==> config.mk <==
export PLATFORM = sky130hd
export DESIGN_NAME = syn_pc_btb
export DESIGN_NICKNAME = d
export VERILOG_FILES = /design/src/rtl/syn_pc_btb.sv
export SDC_FILE = /design/constraint.sdc
export NUM_CORES = 1
export LEC_CHECK = 0
export ABC_AREA = 1
export CORE_MARGIN = 5
export CORE_UTILIZATION = 40
export DETAILED_ROUTE_END_ITERATION = 10
export GPL_ROUTABILITY_DRIVEN = 0
export GPL_TIMING_DRIVEN = 0
export PLACE_DENSITY = 0.61
export SYNTH_ARGS = -nofsm -noshare
export SYNTH_HDL_FRONTEND = slang
export SYNTH_SLANG_ARGS = --single-unit
==> constraint.sdc <==
create_clock -name clk -period 4.6 [get_ports clk]
set_input_delay 0.46 -clock clk [delete_from_list [all_inputs] [get_ports clk]]
set_output_delay 0.46 -clock clk [all_outputs]
set_load 0.1 [all_outputs]
==> src/rtl/syn_pc_btb.sv <==
// Fetch-stage PC with a direct-mapped BTB and per-entry saturating direction counters.
module syn_pc_btb #(
   parameter int unsigned       ADDR_W   = 10,
   parameter int unsigned       IDX_W    = 4,
   parameter int unsigned       CNT_W    = 2,
   parameter logic [ADDR_W-1:0] RESET_PC = '0
) (
   input  logic              clk,
   input  logic              rst_n,
   input  logic              en,
   input  logic              stall,
   input  logic              flush_btb,
   input  logic              redirect,
   input  logic [ADDR_W-1:0] redirect_pc,
   input  logic              upd_valid,
   input  logic [ADDR_W-1:0] upd_pc,
   input  logic [ADDR_W-1:0] upd_target,
   input  logic              upd_taken,
   output logic [ADDR_W-1:0] pc,
   output logic [ADDR_W-1:0] pc_4,
   output logic              pred_hit,
   output logic              pred_taken,
   output logic [ADDR_W-1:0] pred_target
);

   localparam int unsigned      TAG_W   = ADDR_W - IDX_W;
   localparam int unsigned      ENTRIES = 1 << IDX_W;
   localparam logic [CNT_W-1:0] CNT_MAX = '1;
   localparam logic [CNT_W-1:0] CNT_WT  = CNT_W'(1 << (CNT_W - 1));
   localparam logic [CNT_W-1:0] CNT_WNT = CNT_W'((1 << (CNT_W - 1)) - 1);

   logic [ADDR_W-1:0] pc_q, pc_d;
   logic [ENTRIES-1:0] valid_q;
   logic [TAG_W-1:0]   tag_q [ENTRIES];
   logic [ADDR_W-1:0]  tgt_q [ENTRIES];
   logic [CNT_W-1:0]   cnt_q [ENTRIES];

   logic [IDX_W-1:0]  rd_idx, wr_idx;
   logic [TAG_W-1:0]  rd_tag, wr_tag;
   logic              hit_c, taken_c, upd_hit_c, wr_en_c;
   logic [ADDR_W-1:0] pc_4_c, target_c, wr_tgt_c;
   logic [CNT_W-1:0]  wr_cnt_c;

   assign rd_idx = pc_q[IDX_W-1:0];
   assign rd_tag = pc_q[ADDR_W-1:IDX_W];
   assign wr_idx = upd_pc[IDX_W-1:0];
   assign wr_tag = upd_pc[ADDR_W-1:IDX_W];

   // Zero-latency lookup and next-PC prediction from the current PC.
   always_comb begin
      pc_4_c   = pc_q + ADDR_W'(1);
      hit_c    = valid_q[rd_idx] && (tag_q[rd_idx] == rd_tag);
      taken_c  = hit_c && cnt_q[rd_idx][CNT_W-1];
      target_c = taken_c ? tgt_q[rd_idx] : pc_4_c;
   end

   // Next PC: enable gates everything, redirect beats stall, otherwise follow prediction.
   always_comb begin
      pc_d = pc_q;
      if (en) begin
         if (redirect)    pc_d = redirect_pc;
         else if (!stall) pc_d = target_c;
      end
   end

   // Training: strengthen/weaken on tag hit, allocate only on a taken miss.
   always_comb begin
      wr_en_c   = 1'b0;
      upd_hit_c = valid_q[wr_idx] && (tag_q[wr_idx] == wr_tag);
      wr_cnt_c  = cnt_q[wr_idx];
      wr_tgt_c  = tgt_q[wr_idx];
      if (upd_hit_c) begin
         wr_en_c = 1'b1;
         if (upd_taken) begin
            wr_tgt_c = upd_target;
            if (cnt_q[wr_idx] != CNT_MAX) wr_cnt_c = cnt_q[wr_idx] + CNT_W'(1);
         end else if (cnt_q[wr_idx] != '0) begin
            wr_cnt_c = cnt_q[wr_idx] - CNT_W'(1);
         end
      end else if (upd_taken) begin
         wr_en_c  = 1'b1;
         wr_cnt_c = CNT_WT;
         wr_tgt_c = upd_target;
      end
   end

   // PC register.
   always_ff @(posedge clk or negedge rst_n) begin
      if (!rst_n) pc_q <= RESET_PC;
      else        pc_q <= pc_d;
   end

   // BTB storage; flush takes precedence over a same-cycle update.
   always_ff @(posedge clk or negedge rst_n) begin
      if (!rst_n) begin
         valid_q <= '0;
         tag_q   <= '{default: '0};
         tgt_q   <= '{default: '0};
         cnt_q   <= '{default: CNT_WNT};
      end else if (en) begin
         if (flush_btb) begin
            valid_q <= '0;
         end else if (upd_valid && wr_en_c) begin
            valid_q[wr_idx] <= 1'b1;
            tag_q[wr_idx]   <= wr_tag;
            tgt_q[wr_idx]   <= wr_tgt_c;
            cnt_q[wr_idx]   <= wr_cnt_c;
         end
      end
   end

   assign pc          = pc_q;
   assign pc_4        = pc_4_c;
   assign pred_hit    = hit_c;
   assign pred_taken  = taken_c;
   assign pred_target = target_c;

endmodule

== Yosys cells after proc, flatten, opt, wreduce, memory -nomap -nowiden ==
Cells that the tools add are included.

* Register bits: 314
* Input port bits: 38
* Output and inout port bits: 32
* Word-level logic and storage cells: 124

* Add/sub/neg operators: 3
* Order comparisons: 6
* Equality and inequality tests: 4
* Mux-type cells: 46
* Bitwise gates (word level): 4
* Reduce and logical (&&, ||, !) cells: 11

{| class="wikitable"
|+ Operator list
! kind !! number
|-
| bitwise mux 160 bit || 1
|-
| bitwise mux 96 bit || 1
|-
| 2-to-1 mux 10 bit || 9
|-
| binary-select mux 10 bit (select 4 bit) || 2
|-
| binary-select mux 6 bit (select 4 bit) || 2
|-
| demux 10 bit (select 4 bit) || 1
|-
| bitwise mux 32 bit || 1
|-
| 2-to-1 mux 16 bit || 2
|-
| 2-to-1 mux 6 bit || 5
|-
| demux 6 bit (select 4 bit) || 1
|-
| 2-to-1 mux 2 bit || 10
|-
| binary-select mux 2 bit (select 4 bit) || 2
|-
| bitwise OR 16 bit || 1
|-
| equality test 6 bit || 2
|-
| adder 10 x 1 -> 10 bit, second input constant || 1
|-
| greater-or-equal comparator 5 bit, second input constant || 2
|-
| less-than comparator 4 x 5 -> 1 bit, second input constant || 2
|-
| inverter 4 -> 5 bit || 2
|-
| binary-select mux 1 bit (select 4 bit) || 2
|-
| demux 2 bit (select 4 bit) || 1
|-
| logical AND 1 bit || 6
|-
| less-than comparator 5 x 1 -> 1 bit, second input constant || 1
|-
| 2-to-1 mux 1 bit || 5
|-
| demux 1 bit (select 4 bit) || 1
|-
| 9 further kinds || 11
|}

== Logic depth before layout (Yosys ltp) ==
Gate-level depths: netlist of run 1.

* Depth after elaboration: 10
* Gate-level depth with buffers: 22
* Depth with buffers taken out: 18

== Least setup slack after synthesis of run 1 ==
OpenSTA, ideal clock, no wires.

* Path kind: register -> output
* Start point: register pc_q[0], in the netlist pc[0]
* End point: output pred_target[9]
* Arrival time: 4.775 ns
* Data required time: 4.140 ns
* Slack: -0.635 ns
* Cell stages (with the launch flop): 12
* Buffers on the path: 4
* Cell sequence: dfrtp_1 -> buf_2 -> buf_2 -> clkbuf_1 -> buf_2 -> nand3_1 -> nor2_1 -> nand2_1 -> nor3_1 -> xor2_1 -> nand2_1 -> nand2_1

* Elaborated cells between the ends (all ways): 17
* Classes of those cells: add/sub (1); eq/ne (1); mux (12); bitwise (1); reduce/logical (2)

{| class="wikitable"
|+ RTL lines
! item !! RTL line !! RTL
|-
| from (decl) || 32 || <nowiki>logic [ADDR_W-1:0] pc_q, pc_d;</nowiki>
|-
| from (signal assigned) || 90 || <nowiki>else pc_q <= pc_d;</nowiki>
|-
| adder 10 x 1 -> 10 bit || 51 || <nowiki>pc_4_c = pc_q + ADDR_W'(1);</nowiki>
|-
| named net pc_4[9] || 20 || <nowiki>output logic [ADDR_W-1:0] pc_4,</nowiki>
|-
| 2-to-1 mux 10 bit || 54 || <nowiki>target_c = taken_c ? tgt_q[rd_idx] : pc_4_c;</nowiki>
|-
| to (decl) || 23 || <nowiki>output logic [ADDR_W-1:0] pred_target</nowiki>
|}

The timed path passes the listed nets, and every way through them passes these cells. The select of a mux whose other input is x is not followed.

== Worst setup path after layout of run 1 ==
* Start point: register pc_q[2], in the netlist pc[2]
* End point: output pred_target[7]

* Word-level cells in the longest chain between the ends: 8
* Elaborated cells between the ends (all ways): 17
* Classes of those cells: add/sub (1); eq/ne (1); mux (12); bitwise (1); reduce/logical (2)

{| class="wikitable"
|+ Ends and longest elaborated chain
! item !! RTL line !! RTL
|-
| inverter 4 -> 5 bit (implied by the code) || 52, 53, 54 ||
|-
| binary-select mux 6 bit (select 4 bit) || 52 || <nowiki>hit_c = valid_q[rd_idx] && (tag_q[rd_idx] == rd_tag);</nowiki>
|-
| 2-to-1 mux 6 bit (implied by the code) (2 in series) || 52 ||
|-
| equality test 6 bit || 52 ||
|-
| logical AND 1 bit || 52 ||
|-
| logical AND 1 bit || 53 || <nowiki>taken_c = hit_c && cnt_q[rd_idx][CNT_W-1];</nowiki>
|-
| 2-to-1 mux 10 bit (*) || 54 ||
|}

Every way passes the cells marked *; elsewhere a longest branch is shown, timed or not. The select of a mux whose other input is x is not followed.

==> results of run 1 <==
[final timing paths]
kind	end	slack [ns]	cells after the start
max	pred_target[7]	-0.004	9
min	tag_q[5]$_DFFE_PN0P_	0.39	3
max reg2reg	pc[7]$_DFFE_PN0P_	1.05	10
min reg2reg	cnt_q[10]$_DFFE_PN1P_	0.47	2
max in group asynchronous	tgt_q[114]$_DFFE_PN0P_	2.93	4
min in group asynchronous	valid_q[12]$_DFFE_PN0P_	0.43	2
[Yosys cell counts, drive strengths merged]
library cell  number  area, µm²
ha                 1       12.5
a22oi             97        728
clkinv             5       18.8
o22ai             26        163
buf              112        619
dfrtp            298       7460
nand3             98        490
o221ai            12        105
a211oi             5       37.5
o211ai            11       82.6
and2               2       12.5
a31oi              3       18.8
nor3              10       50.1
inv              129        484
a21oi             71        374
nand4            304       2090
a21boi             1       7.51
o21bai             3       22.5
a221oi             1       8.76
a32o               1       10.0
xor2               7       61.3
o21ai            114        571
a22o               2       17.5
clkbuf           116        435
dfstp             16        420
nor2             200        763
nand2           1133       4270
[critical path, cell delays in order (launching register included)]
cell	delay (ns)
dfrtp_1	0.34
buf_1	0.46
clkbuf_1	0.77
buf_1	0.64
o221ai_1	0.41
nand3_1	0.21
nand3_1	0.17
nand3_1	0.18
nand2_1	0.06
buf_2	0.29
[through the flow]
step / util (%) / setup WS [ns] / setup TNS [ns] / std cells
finish: 46.3 / -0.00392 / -0.00392 / 3526
global route: 46.3 / -0.0115 / -0.0115 / 3525
detailed placement: 43.6 / -0.770 / -6.13 / 3456
global placement: 43.4 / -10.95 / -3365.18 / 3453
floorplan: - / -0.173 / -0.173 / 2778
CTS: 46.2 / 0.0131 / 0 / 3526
[kinds of logic (layout without fill, tap and decap cells)]
logic type | count (synthesis) | count (layout) | share of synthesized area (%)
DFF | 314 | 314 | 40.8
AOI/OAI and AO/OA | 347 | 347 | 11.1
other | 0 | 1 | 0
adders and majority gates | 1 | 1 | 0.0647
xor gates and xnor gates | 7 | 7 | 0.317
and+or+nand+nor | 1747 | 1747 | 39.7
buffers and inverters | 362 | 494 | 8.06
[state kept, by name, indices dropped and copies added, names as in the netlist]
register	cells
tgt_q	160
tag_q	96
cnt_q	32
valid_q	16
pc	10
[cell usage in the layout (no fill, tap or decap), types with 3 or more instances in the layout]
master              n
a211oi_1            5
clkdlybuf4s15_2     3
buf_4              16
nand2_1          1130
nand4_1           288
dfstp_2            16
nand4_2             6
dfrtp_1           298
buf_16              3
clkinv_2            8
nor2_2              6
nor3_1             10
dlygate4sd2_1       3
buf_2              84
clkbuf_8            8
clkinv_1            4
o22ai_1            24
a22oi_1            97
buf_1               9
o21ai_0           114
o221ai_1           12
nor2_1            193
clkbuf_1          102
a21oi_1            68
a31oi_1             3
clkbuf_2           22
xor2_2              5
inv_1             127
clkbuf_16          39
clkbuf_4            7
o211ai_1           11
buf_6               4
clkdlybuf4s50_1    43
nand3_1            98
o21bai_1            3
nand4_4            10
[metal layers]
| metal | wire, µm | track usage [%] | vias up |
|---|---|---|---|
| li1 | - | - | 9520 |
| met1 | 33400 | 42.5 | 10471 |
| met2 | 38300 | 49.2 | 1769 |
| met3 | 11900 | 9.20 | 511 |
| met4 | 7640 | 22.0 | 2 |
| met5 | 7 | 0 | - |
[final cells by class]
cell class	count	area (µm²)
Tap cell	615	769
Buffer	227	1090
Clock inverter	13	125
Fill cell	4810	25600
Sequential cell	314	7880
Multi-Input combinational cell	2102	9950
Antenna cell	1	2.50
Inverter	134	507
Timing Repair Buffer	64	671
Clock buffer	56	1120
[power by group]
group          internal, mW  switching, mW  total (mW)
Clock                  1.80           1.30        3.10
Sequential             2.96          0.210        3.17
Combinational         0.648           2.06        2.71
[timing repair]
item / CTS / global route
resized for setup: 71 / 39
setup endpoints to repair: 17 / 15
endpoints found under the hold margin: 68 / 0
hold buffers: 1 / 0
==> metrics.txt, run 1 <==
outcome finished with violations; failing checks capacitance limit, slew limit, setup timing; vias in the first global route roughly 21000; Setup Skew between 0.04 and 0.05 ns; Synth Net Count 2817; first-pass GRT wire length 133000 µm; DP HPWL 65600 µm; IO Pins 70; Worst Hold Class input port to flip-flop; final instance area roughly 0.022 mm²; die width approximately 230 µm; CTS Buf Count 38; Skew-Pair Late Insertion Delay approximately 0.60 ns; final setup vio count 1; Placed Area roughly 0.021 mm²; antenna violations before repair 2; Netlist cell types 39; final slew viol count 11; # DRC 0; post-route clock period utilization 100%; row cnt 80; Initial Util between 40% and 50%; minimum clock period 4.60 ns; Die Ht roughly 230 µm; CTS tree yes; clock-pin slew on the worst setup and hold paths 0.06 ns; WP data required approximately 4.1 ns; post-route worst setup slack -0.00392 ns; Max Cap Violations 1; FF+latch count, synth between 300 and 400; crit path DAT around 4.1 ns; total gr overflow 0; pin count of the biggest net entering global routing 93; total power 8.98 mW; die area between 0.05 and 0.06 mm²; Fmax approximately 220 MHz; DR iter-0 viols 3623; crit path kind flip-flop to output port; YS warnings 0; H-tree depth 2; crit end category output port; DR WL/cell approximately 26 µm; Post-Syn Area a little under 0.02 mm²; IO buf count 60; Longest Clk Path Bufs 3; Post-Syn Instances between 2000 and 3000; slew margin rel. -4.99%; setup bufs post-CTS 0; Tightest Pin Transition ~1.6 ns; clock root buffer clkbuf_16; sequential cell area fraction in the yosys report around two fifths; synth-to-layout area growth 14.4%; Via density around 6.3; number of nets in the layout just under 3000; First-pass DRT Iterations 9; Peak VDD IR roughly 0.29 mV; GRT Total Usage approximately a third; Min-Delay Startpoint upd_pc[9]; crit path launch pc[2]$_DFFE_PN0P_; Sink Count 314; core area 0.0477 mm²; vias after detailed routing approximately 22000; Pwr per Cell Area just over 400 mW/mm²; Avg Inst Size Synth 6.96 µm²; share of cells above drive strength 1 approximately 8.8%; Routed Antenna Nets 0; Hold WS roughly 0.4 ns; critical path startpoint category flip-flop; Hold Vio Cnt, Final 0; FF-to-FF Start pc[2]$_DFFE_PN0P_; RSZ-0062 raised after global routing true; Max FO, Critical Path 10; Leak Pwr about 11 nW; drt total wl 91100 µm
No activity file was read; power rests on OpenSTA's default activity.
==> run 2: changes to the inputs <==
- GPL_TIMING_DRIVEN: 0 -> default
==> run 2 against run 1 <==
The flow finishes with violations (hold timing); clock skew decreased by 0.013 ns; non-clock buffer count decreased by 127; final cell count decreased by 3.6%; maximum frequency increased by 4.3%; critical path type unchanged; largest cell class unchanged.
==> metrics.txt, run 2 (same netlist as run 1, synthesis figures left out) <==
outcome finished with violations; failing checks hold timing; max reg flops 160 (unchanged); fin util 46.0% (-0.28 points); crit path kind flip-flop to output port; # fillers 4825 (+0.31%); vias after detailed routing 20691 (-7.1%); final non-filler cell total 3398 (-3.6%); crit path DAT 3.95 ns (-0.19 ns); Max Cap Violations 0 (-1); most frequent cells in the layout nand2_1, dfrtp_1, nand4_1, nor2_1, inv_1; critical path startpoint category flip-flop; # DRC 0 (unchanged); IO Pins 70 (unchanged); RSZ-0062 raised after global routing false; drt total wl 76800 µm (-16%); commonest non-fill, non-tap cell in the layout nand2_1; Critical Path Most Common Cell nand2_1; vias in the first global route 20208 (-3.6%); r2r endpoint pc[9]$_DFFE_PN0P_; pin count of the biggest net entering global routing 177 (+90%); crit path cell chain inv_6 -> nand2_1 -> nand3_1 -> nand2_1 -> nand2_1 -> nand2_1 -> inv_1 -> nand2_1 -> nand2_1 -> nand2_1 -> nor2_1 -> nand2_1 -> nor2_4 -> nand2_1 -> nand2_1 -> nand2_1 -> buf_12; Diodes inserted 0 (-1); CP endpoint pred_target[2]; max incr delay on CP 0.69 ns (-0.08 ns); setup TNS 0 ns (+0.00392 ns); final slew viol count 0 (-11); crit end category output port; die area 0.0528 mm² (unchanged); Pwr per Cell Area 399 mW/mm² (-1.8%); CTS tree yes; Longest Clk Path Bufs 3 (unchanged); final setup vio count 0 (-1); post-route clock period utilization 95.9% (-4.2 points); Worst Hold Class input port to async pin; die width 230 µm (unchanged); DR WL/cell 22.6 µm (-13%); minimum clock period 4.41 ns (-0.192 ns); Die Ht 230 µm (unchanged); Routed Antenna Nets 0 (unchanged); antenna violations before repair 0 (-2); DR iter-0 viols 2921 (-19%); row cnt 80 (unchanged); synth-to-layout area growth 13.7%; WP data required 4.14 ns (about the same); clock-pin slew on the worst setup and hold paths 0.06 ns (about the same); most flop-heavy register tgt_q; Placed Area 0.0208 mm² (-0.35%); GRT Total Usage 28.2% (-4.9 points); Initial Util 40.5% (unchanged); Max FO, Critical Path 60 (+50); Fmax 227 MHz (+4.3%); Sink Count 314 (unchanged); Via density 6.09 (-3.6%); top flop regs tgt_q x160, tag_q x96, cnt_q x32; Reg2Reg Depth 18 (+8); Skew-Pair Late Insertion Delay 0.57 ns (-0.03 ns); Hold WS -0.0424 ns (-0.432 ns); number of nets in the layout 2793 (-4.3%); crit path launch pc[0]$_DFFE_PN0P_; core area 0.0477 mm² (unchanged); Leak Pwr 11.1 nW (-1.3%); CTS hold repair buffers 0 (-1); FF-to-FF Start pc[0]$_DFFE_PN0P_; first-pass GRT wire length 119000 µm (-10%); IO buf count 69 (+15%); slew margin rel. 30.3% (+35 points); Hold Vio Cnt, Final 22 (+22); r2r setup slk 1.14 ns (+0.09 ns); H-tree depth 2 (unchanged); Peak VDD IR 0.257 mV (-11%); total gr overflow 0 (unchanged); clock root buffer clkbuf_16; DP HPWL 46800 µm (-29%); CTS Buf Count 38 (unchanged); critical path's slowest cell dfrtp_4; placed insts 3329 (-3.7%); Setup Skew 0.0302 ns (-0.0134 ns); Tightest Pin Transition 1.05 ns (-0.524 ns); First-pass DRT Iterations 6 (-3); final instance area 0.0220 mm² (-0.59%); share of cells above drive strength 1 8.73% (-0.066 points)
[run 2: what timing repair did]
item	4_1_cts	5_1_grt
buffers inserted	0	0
setup endpoints to repair	0	8
endpoints found under the hold margin	0	0
gates resized for setup	0	2
[run 2: cell type report]
class	count	area, µm²	area share [%]
clock inverter	7	66.3	0.302
timing repair buffer	164	1610	7.30
multi-input combinational	2102	9990	45.5
inverter	134	508	2.31
sequential	314	7880	35.9
tap	615	769	3.50
clock buffer	62	1150	5.24
[run 2: layer usage]
| metal | vias to the layer above | GRT usage [%] | part of all wire [%] |
|---|---|---|---|
| met5 | - | 0 | 0 |
| met4 | 0 | 14.4 | 5.3 |
| met3 | 250 | 4.98 | 9.5 |
| met2 | 1221 | 43.8 | 45 |
| met1 | 9958 | 38.0 | 40 |
| li1 | 9262 | - | - |
[run 2: how the worst min path moves through the flow]
stage | startpoint | endpoint | slack (ns) | cells past startpoint
after floorplan | rst_n | cnt_q[11]$_DFFE_PN0P_ | 0.16 | 0
after global placement | cnt_q[28]$_DFFE_PN1P_ | cnt_q[28]$_DFFE_PN1P_ | 0.46 | 2
after detailed placement | cnt_q[6]$_DFFE_PN1P_ | cnt_q[6]$_DFFE_PN1P_ | 0.46 | 2
after CTS | rst_n | tag_q[15]$_DFFE_PN0P_ | 0.02 | 1
after global routing | rst_n | tag_q[20]$_DFFE_PN0P_ | 0.04 | 1
final | rst_n | tag_q[15]$_DFFE_PN0P_ | -0.04 | 1
[run 2: critical path, delay by kind of cell, from the launching register on]
kind / cells / cell delay, ns
buffers and inverters: 3 / 0.86
DFF: 1 / 0.69
and+or+nand+nor: 14 / 1.82
[run 2: where the power goes]
part | leakage, nW | switching (mW) | internal [mW]
Combinational | 6.32 | 1.88 | 0.704
Sequential | 4.23 | 0.198 | 2.96
Clock | 0.596 | 1.25 | 1.77
Total | 11.1 | 3.33 | 5.43
[run 2: per-stage QoR]
stage               worst slack [ns]  total power, mW
global placement               0.673             5.70
floorplan                     -0.173             4.83
finish                         0.188             8.76
CTS                            0.114             8.75
detailed placement             0.632             5.73
global route                  0.0846             9.10
